==> config.mk <==
export PLATFORM = sky130hd
export DESIGN_NAME = game_sequencer
export DESIGN_NICKNAME = d
export VERILOG_FILES = /design/src/rtl/game_sequencer.sv
export SDC_FILE = /design/constraint.sdc
export NUM_CORES = 1
export LEC_CHECK = 0
export ABC_AREA = 1
export CELL_PAD_IN_SITES_DETAIL_PLACEMENT = 1
export CELL_PAD_IN_SITES_GLOBAL_PLACEMENT = 1
export CORE_ASPECT_RATIO = 1.75
export CORE_MARGIN = 2
export CORE_UTILIZATION = 40
export CTS_BUF_LIST = sky130_fd_sc_hd__clkbuf_16
export CTS_CLUSTER_SIZE = 14
export DETAILED_ROUTE_END_ITERATION = 12
export GPL_ROUTABILITY_DRIVEN = 0
export GPL_TIMING_DRIVEN = 0
export HOLD_SLACK_MARGIN = 0.05
export PLACE_DENSITY_LB_ADDON = 0.1
export RECOVER_POWER = 100
export REMOVE_ABC_BUFFERS = 1
export SLEW_MARGIN = 0
export SYNTH_ARGS = -nofsm -noshare
export SYNTH_HDL_FRONTEND = slang
export SYNTH_SLANG_ARGS = --single-unit
==> constraint.sdc <==
create_clock -name clk -period 2.2 [get_ports clk]
set_clock_uncertainty 0.1 [all_clocks]
set_input_delay 0.22 -clock clk [delete_from_list [all_inputs] [get_ports clk]]
set_output_delay 0.22 -clock clk [all_outputs]
set_load 0.03 [all_outputs]
==> src/rtl/game_sequencer.sv <==
// game_sequencer: BlockyRoads game-state FSM with one-hot status, per-frame road scroll and saturating score.
module game_sequencer #(
  parameter int ROAD_ROWS   = 310,
  parameter int SCROLL_DIV  = 1,
  parameter int LOAD_FRAMES = 60,
  parameter int TERM_FRAMES = 180
) (
  input  logic       clk,
  input  logic       clr,
  input  logic       frame_tick,
  input  logic       start_btn,
  input  logic       pause_btn,
  input  logic       crash,
  output logic [3:0] status,
  output logic [8:0] scroll,
  output logic [15:0] score
);
  localparam int TMAX = LOAD_FRAMES > TERM_FRAMES ? LOAD_FRAMES : TERM_FRAMES;
  localparam int TW = $clog2(TMAX + 1);
  localparam int DW = SCROLL_DIV > 1 ? $clog2(SCROLL_DIV) : 1;
  typedef enum logic [2:0] {S_NONE, S_LOAD, S_ACT, S_PAUSE, S_TERM} state_t;
  state_t state_q, state_d;
  logic [TW-1:0] timer_q, timer_d;
  logic [DW-1:0] div_q, div_d;
  logic [8:0] scroll_q, scroll_d;
  logic [15:0] score_q, score_d;
  logic [3:0] status_q, status_d;
  logic start_prev_q, pause_prev_q;
  logic start_e, pause_e;
  assign start_e = start_btn & ~start_prev_q;
  assign pause_e = pause_btn & ~pause_prev_q;
  always_comb begin
    state_d  = state_q;
    timer_d  = timer_q;
    div_d    = div_q;
    scroll_d = scroll_q;
    score_d  = score_q;
    case (state_q)
      S_NONE: if (frame_tick) begin
        state_d = S_LOAD;
        timer_d = '0;
      end
      S_LOAD: if (start_e && timer_q == TW'(LOAD_FRAMES)) begin
        state_d  = S_ACT;
        scroll_d = '0;
        score_d  = '0;
        div_d    = '0;
      end else if (frame_tick && timer_q != TW'(LOAD_FRAMES)) timer_d = timer_q + 1'b1;
      S_ACT: if (crash) begin
        state_d = S_TERM;
        timer_d = '0;
      end else if (pause_e) state_d = S_PAUSE;
      else if (frame_tick) begin
        score_d = score_q == 16'hFFFF ? score_q : score_q + 16'd1;
        div_d   = div_q == DW'(SCROLL_DIV - 1) ? '0 : div_q + 1'b1;
        if (div_q == DW'(SCROLL_DIV - 1)) scroll_d = scroll_q == 9'd0 ? 9'(ROAD_ROWS - 1) : scroll_q - 9'd1;
      end
      S_PAUSE: if (pause_e || start_e) state_d = S_ACT;
      S_TERM: if (start_e || (frame_tick && timer_q == TW'(TERM_FRAMES - 1))) begin
        state_d = S_LOAD;
        timer_d = '0;
      end else if (frame_tick) timer_d = timer_q + 1'b1;
      default: state_d = S_NONE;
    endcase
    status_d = state_d == S_LOAD  ? 4'b1000 :
               state_d == S_ACT   ? 4'b0100 :
               state_d == S_PAUSE ? 4'b0010 :
               state_d == S_TERM  ? 4'b0001 : 4'b0000;
  end
  // Button history resets high so a button held through reset yields no edge.
  always_ff @(posedge clk or negedge clr) begin
    if (!clr) begin
      state_q      <= S_NONE;
      timer_q      <= '0;
      div_q        <= '0;
      scroll_q     <= '0;
      score_q      <= '0;
      status_q     <= '0;
      start_prev_q <= 1'b1;
      pause_prev_q <= 1'b1;
    end else begin
      state_q      <= state_d;
      timer_q      <= timer_d;
      div_q        <= div_d;
      scroll_q     <= scroll_d;
      score_q      <= score_d;
      status_q     <= status_d;
      start_prev_q <= start_btn;
      pause_prev_q <= pause_btn;
    end
  end
  assign status = status_q;
  assign scroll = scroll_q;
  assign score  = score_q;
endmodule

==> reports/metrics.cfg, run 1 <==
[critical_path]
crit_path_end = score[12]
r2r-start = score[0]
crit_path_start = score[0]
required_ns = 2.26
r2r_slack_ns = 0.23
r2r_cells = 9
worst_setup_path_start_kind = register
cp_data_arrival_time_ns = 2.03
path_max_fanout = 23
r2r-end = score[12]
critPathKind = reg -> reg
critPathCaptureType = register

[yosys]
ys_async_sr_fraction_pct = 100
yosys_warnings = 0
syn_area_um2 = 2700
ys_seq_area_share_pct = 39.0
synth-main-ff-cell = dfrtp_1
synth-seq-cells = 42
synthTopCellsByArea = dfrtp_1, nand2_1, nor2_1
yosysTopAreaCell = dfrtp_1
synth_cell_type_count = 31
syn-mean-instance-area_um2 = 6.99
netlist_top_cells_count = nand2_1, nor2_1, dfrtp_1, inv_1, nand3_1
synth_top_area_share_pct = 37.1
yosysMostFrequentCell = nand2_1
synthCells = 386
synth_edf_count = 0

[global_routing]
grt_max_degree = 27
antenna_found_initial = 0
grt-ovfl-total = 0
grt_use_total_pct = 21.4
grt_pass1_vias = 2706
grt_pass1_wl_um = 12400

[pwr]
leakage_nw = 1.63
max-vdd-ir-drop_uv = 396
finalPower_mw = 2.42
powerDensity_nw_per_um2 = 743

[clock_network]
cts-root-buf = clkbuf_16
clkLatencyLatePin_ns = 0.29
clkTransAtPathRegs_ns = 0.06
cts_max_level = 2
cts_resized = 0
numCtsBuffers = 5
cts_sinks = 42
cts_tree = yes
cts_buffer_depth = 2

[timing]
hold_slack_ns = 0.400
finalSetupTns_ns = 0
finalMaxSlewViolations = 0
fin_crit_sh_pct = 89.6
hold_violations = 0
max_slew.worst_pin.slew_ns = 1.04
max_slew_margin_pct = 30.6
min_period_ns = 1.97
rsz0062_at_grt = false
setup_viol = 0
max_freq_mhz = 508

[floorplan]
die_h_um = 113
ios = 35
dieArea_um2 = 7450
fp-row-count = 39
start_util_pct = 41.3
coreArea_um2 = 6540
fp.dieW_um = 66.1

[drt]
drc = 0
viasPerCell = 5.13
wl_per_cell_um = 14.2
wirelength_um = 7200
drtAntennaViolNets = 0
drt_iter0_drc = 107
drtPass1Iterations = 4
vias = 2607

[cells_and_area]
regArea_um2 = 1050
diodes = 0
fin_nets = 435
n_fill_cell = 867
drive_gt1_share_pct = 7.75
area_growth_pct = 20.5
multi_input_area_um2 = 1440
final_area_um2 = 3250
stdcell_count = 508

[placement]
place_area_um2 = 3120
dpl.hpwl_um = 5590
placed_cells = 499
io_buffers = 34

[run_status]
status = finished clean

[job]
drv_cap = 0

[worst_hold_path]
holdCritPathClass = in -> reg

[layout make-up]
class                      instances  share of cell area [%]
tap                               82                    3.16
clock buffer                       5                    3.85
timing repair buffer              36                    11.2
sequential                        42                    32.4
multi-input combinational        298                    44.2
inverter                          42                    4.85
clock inverter                     3                   0.385
[critical path: stages, from the launching register on]
cell and delay, ns:
dfrtp_1 0.43, ha_1 0.24, nand3_1 0.20, inv_1 0.10, nand2_2 0.10, inv_1 0.06, nand3_2 0.11, nand3_4 0.25
nand2_1 0.15, o21ai_0 0.10
[cells by family (layout without fill, tap and decap cells)]
group	after synthesis	count (layout)	share of synthesized area, %
AND/OR/NAND/NOR	250	250	41.5
adder cells (fa/ha/maj)	4	4	1.85
buffers and inverters	46	86	7.32
XOR/XNOR	8	8	2.60
flip-flops	42	42	39.0
AO/OA/AOI/OAI	36	36	7.70
[timing repair]
item                                   in CTS  in global routing
endpoints found under the hold margin      14                  0
setup buffers                               0                  0
hold buffers                                1                  0
[layout by cell type, fill, tap and decap left out, types with 2 or more instances in the layout]
master,instances
clkbuf_16,5
inv_1,38
nor2_2,2
nand2_2,4
nand3_4,2
dfrtp_1,40
a21oi_1,5
xor2_1,6
nand4_1,8
or2_2,2
ha_1,4
dfstp_2,2
nor2_4,3
nand2_1,143
o21bai_1,4
nor2_1,49
xnor2_1,2
nand3_2,2
nand3_1,30
o21ai_1,5
inv_2,5
o21ai_0,19
dlygate4sd3_1,32
clkdlybuf4s50_1,2
[where the power goes]
group	total (mW)	leakage (nW)	switching, mW	internal, mW
Clock	0.716	0.0724	0.305	0.411
Combinational	0.777	0.994	0.545	0.232
Sequential	0.925	0.564	0.0837	0.841
[per-stage QoR]
step           util (%)  worst slack, ns
4_1_cts            49.9            0.233
5_1_grt            49.7           0.0376
2_1_floorplan         -            0.416
3_5_place_dp       47.7            0.162
3_3_place_gp       47.5           -0.430
6_report           49.7            0.230
[worst min-delay path by stage]
stage / startpoint / endpoint / slack [ns] / depth (start not counted)
after detailed placement: clr / score[6] / 0.08 / 1
after CTS: pause_btn / pause_prev_q / 0.27 / 1
after global placement: score[1] / score[1] / 0.42 / 2
final: pause_btn / pause_prev_q / 0.40 / 1
after floorplan: clr / score[0] / -0.18 / 0
after global routing: start_btn / start_prev_q / 0.40 / 1
[sequential cells by signal, indices dropped and copies added, names as in the netlist]
name and count:
score 16, scroll 9, timer_q 8, status 4
state_q 3, pause_prev_q 1, start_prev_q 1
[routing by layer]
metal | part of all wire, % | wire length (µm) | GRT usage [%]
met2 | 56 | 4020 | 40.1
met1 | 39 | 2840 | 23.1
met5 | 0 | 0 | 0
met3 | 1.8 | 131 | 3.11
met4 | 2.9 | 206 | 8.30
Power figures use the tool's default switching activity.
==> inputs of run 2 (changes only) <==
--- a/config.mk
+++ b/config.mk
@@ -5,12 +5,11 @@
 export SDC_FILE = /design/constraint.sdc
 export NUM_CORES = 1
 export LEC_CHECK = 0
-export ABC_AREA = 1
 export CELL_PAD_IN_SITES_DETAIL_PLACEMENT = 1
 export CELL_PAD_IN_SITES_GLOBAL_PLACEMENT = 1
 export CORE_ASPECT_RATIO = 1.75
 export CORE_MARGIN = 2
-export CORE_UTILIZATION = 40
+export CORE_UTILIZATION = 41
 export CTS_BUF_LIST = sky130_fd_sc_hd__clkbuf_16
 export CTS_CLUSTER_SIZE = 14
 export DETAILED_ROUTE_END_ITERATION = 12
@@ -18,7 +17,6 @@
 export GPL_TIMING_DRIVEN = 0
 export HOLD_SLACK_MARGIN = 0.05
 export PLACE_DENSITY_LB_ADDON = 0.1
-export RECOVER_POWER = 100
 export REMOVE_ABC_BUFFERS = 1
 export SLEW_MARGIN = 0
 export SYNTH_ARGS = -nofsm -noshare
==> run 2 against run 1 <==
Net effect: synthesized area shrank 15%; worst hold slack lost 0.18 ns; critical path type is now in -> reg; first-iteration DRC count decreased by 25%; critical path depth fell by 3; maximum frequency fell by 10%; die area fell by 16%; worst setup slack lost 0.22 ns; combinational power decreased by 71%; cell count is 26% lower; global-route usage up 2.2 points.
==> reports/metrics.cfg, run 2 <==
[run_status]
status = finished clean  ; unchanged

[cells_and_area]
drive_gt1_share_pct = 17.6  ; was 7.75%
final_cell_mix = dfrtp_1, clkdlybuf4s50_1, o21ai_0, buf_4, nor2_1  ; was nand2_1, nor2_1, dfrtp_1, inv_1, dlygate4sd3_1
largest_reg_flops = 16  ; unchanged
area_growth_pct = 36.0  ; was 20.5%
layout_commonest_cell = dfrtp_1  ; was nand2_1
diodes = 0  ; unchanged
fin_nets = 311  ; was 435

[global_routing]
grt_pass1_wl_um = 11100  ; was 12400 µm
grt_pass1_vias = 2255  ; was 2706
antenna_found_initial = 0  ; unchanged
grt_use_total_pct = 23.6  ; was 21.4%
grt-ovfl-total = 0  ; unchanged
grt_max_degree = 36  ; was 27

[yosys]
syn_area_um2 = 2310  ; was 2700 µm²
yosysMostFrequentCell = dfrtp_1  ; was nand2_1
synthCells = 249  ; was 386
yosys_warnings = 0  ; unchanged
synthMuxAreaShare_pct = 0.922  ; was 0%
synth_xor_area_share_pct = 0.380  ; was 2.60%
synth_simple_gate_area_share_pct = 27.0  ; was 41.5%
synth_cell_type_count = 49  ; was 31
ys_async_sr_fraction_pct = 100  ; unchanged
syn-mean-instance-area_um2 = 9.27  ; was 6.99 µm²
synth_top_area_share_pct = 43.4  ; was 37.1%
synthTopCellsByArea = dfrtp_1, o21ai_0, a21oi_1  ; was dfrtp_1, nand2_1, nor2_1
ys_seq_area_share_pct = 45.7  ; was 39.0%
synth_top_family_by_area = simple AND/OR/NAND/NOR gates  ; unchanged
synth-compound-area-share_pct = 19.7  ; was 7.70%
synth_edf_count = 0  ; unchanged
synth-main-ff-cell = dfrtp_1  ; unchanged
yosysTopAreaCell = dfrtp_1  ; unchanged
synthAdderAreaFrac_pct = 2.17  ; was 1.85%
synth-seq-cells = 42  ; unchanged
netlist_top_cells_count = dfrtp_1, o21ai_0, a21oi_1, nor2_1, nand2_1  ; was nand2_1, nor2_1, dfrtp_1, inv_1, nand3_1

[critical_path]
r2r_slack_ns = 0.03  ; was 0.23 ns
required_ns = 2.27  ; was 2.26 ns
r2r-start = timer_q[1]  ; was score[0]
critPathKind = in -> reg  ; was reg -> reg
r2r_cells = 7  ; was 9
worst_setup_path_start_kind = input port  ; was register
critPathCaptureType = register  ; unchanged
cp_data_arrival_time_ns = 2.25  ; was 2.03 ns
crit_path_start = frame_tick  ; was score[0]
r2r-end = score[7]  ; was score[12]
path_max_fanout = 6  ; was 23

[timing]
hold_violations = 0  ; unchanged
max_freq_mhz = 457  ; was 508 MHz
rsz0062_at_grt = true  ; was false
min_period_ns = 2.19  ; was 1.97 ns
setup_viol = 0  ; unchanged
max_slew.worst_pin.slew_ns = 0.473  ; was 1.04 ns
fin_ws_ns = 0.0104  ; was 0.230 ns
max_slew_margin_pct = 68.2  ; was 30.6%
finalSetupTns_ns = 0  ; unchanged
fin_crit_sh_pct = 99.5  ; was 89.6%
finalMaxSlewViolations = 0  ; unchanged

[clock_network]
clkLatencyLatePin_ns = 0.28  ; was 0.29 ns
cts_max_level = 2  ; unchanged
cts_tree = yes  ; unchanged
cts_sinks = 42  ; unchanged
cts-root-buf = clkbuf_16  ; unchanged
clkTransAtPathRegs_ns = 0.06  ; about the same
cts_buffer_depth = 2  ; unchanged
numCtsBuffers = 5  ; unchanged

[drt]
wl_per_cell_um = 18.5  ; was 14.2 µm
vias = 2163  ; was 2607
wirelength_um = 6970  ; was 7200 µm
drtPass1Iterations = 4  ; unchanged
drc = 0  ; unchanged
drt_iter0_drc = 80  ; was 107
drtAntennaViolNets = 0  ; unchanged
viasPerCell = 5.74  ; was 5.13

[floorplan]
ios = 35  ; unchanged
die_h_um = 103  ; was 113 µm
start_util_pct = 42.0  ; was 41.3%
fp.dieW_um = 60.7  ; was 66.1 µm
coreArea_um2 = 5500  ; was 6540 µm²
dieArea_um2 = 6270  ; was 7450 µm²
fp-row-count = 36  ; was 39

[placement]
dpl.hpwl_um = 4160  ; was 5590 µm
pre_cts_ws_ns = -0.888  ; was 0.162 ns
io_buffers = 34  ; unchanged

[worst_hold_path]
holdCritPathClass = in -> async  ; was in -> reg

[pwr]
powerDensity_nw_per_um2 = 567  ; was 743 nW/µm²
max-vdd-ir-drop_uv = 493  ; was 396 µV
leakage_nw = 1.28  ; was 1.63 nW

[job]
drv_cap = 0  ; unchanged

[run 2: cell count changes in the layout (fill, tap and decap cells not counted), moves of 20 or more]
cell / before / now
nand3_1: 30 / 10
nor2_1: 49 / 17
clkdlybuf4s50_1: 2 / 33
nand2_1: 143 / 16
inv_1: 38 / 12
dlygate4sd3_1: 32 / 1
[run 2: timing repair]
action | 4_1_cts | 5_1_grt
hold endpoints to repair | 40 | 0
hold buffers | 1 | 0
pin swaps | 4 | 4
cloned | 2 | 0
buffers inserted | 11 | 7
resized for setup | 15 | 16
setup endpoints to repair | 31 | 27
[run 2: final cells by class]
class,count,area (µm²)
sequential,42,1060
tap,76,95.1
inverter,10,37.5
multi-input combinational,188,1310
clock buffer,5,125
timing repair buffer,54,500
fill,640,2360
clock inverter,2,7.51
[run 2: cell families after synthesis]
logic type	Yosys count
multiplexers	2
adder cells (fa/ha/maj)	4
XOR/XNOR	1
buffers and inverters	21
AO/OA/AOI/OAI	73
flip-flops	42
AND/OR/NAND/NOR	106
[run 2: per-stage QoR]
stage          hold slack [ns]  instances  total power [mW]  utilization [%]  instance area [µm²]
6_report                 0.224        377              1.78             57.1                 3140
5_1_grt                  0.244        377              1.86             57.1                 3140
4_1_cts                  0.231        370              1.78             54.8                 3010
3_5_place_dp          -0.00798        349              1.05             49.1                 2700
3_3_place_gp             0.413        348              1.04             48.8                 2680
2_1_floorplan           -0.176        238             0.972                -                 2250
[run 2: worst max-delay path by stage]
stage	endpoint	slack (ns)	cells past startpoint
after global placement	timer_q[6]	-0.92	6
final	timer_q[2]	0.01	6
after global routing	timer_q[5]	-0.11	7
after detailed placement	timer_q[2]	-0.89	6
after floorplan	score[7]	-0.09	6
after CTS	scroll[7]	-0.03	7
[run 2: power breakdown]
group / internal, mW / switching [mW]
Combinational: 0.106 / 0.119
Clock: 0.406 / 0.289
Sequential: 0.813 / 0.0466
Total: 1.33 / 0.454
[run 2: routing by layer]
layer,part of all wire [%],global-route usage [%]
met5,0,0
met4,1.4,7.86
met3,1.8,3.11
met2,57,43.8
met1,39,26.9
[run 2: worst max-delay path, stage by stage]
cell	delay, ns
clkdlybuf4s50_1	0.57
nor4bb_2	0.47
a31oi_4	0.20
a31o_2	0.30
and2_1	0.24
a22o_1	0.25
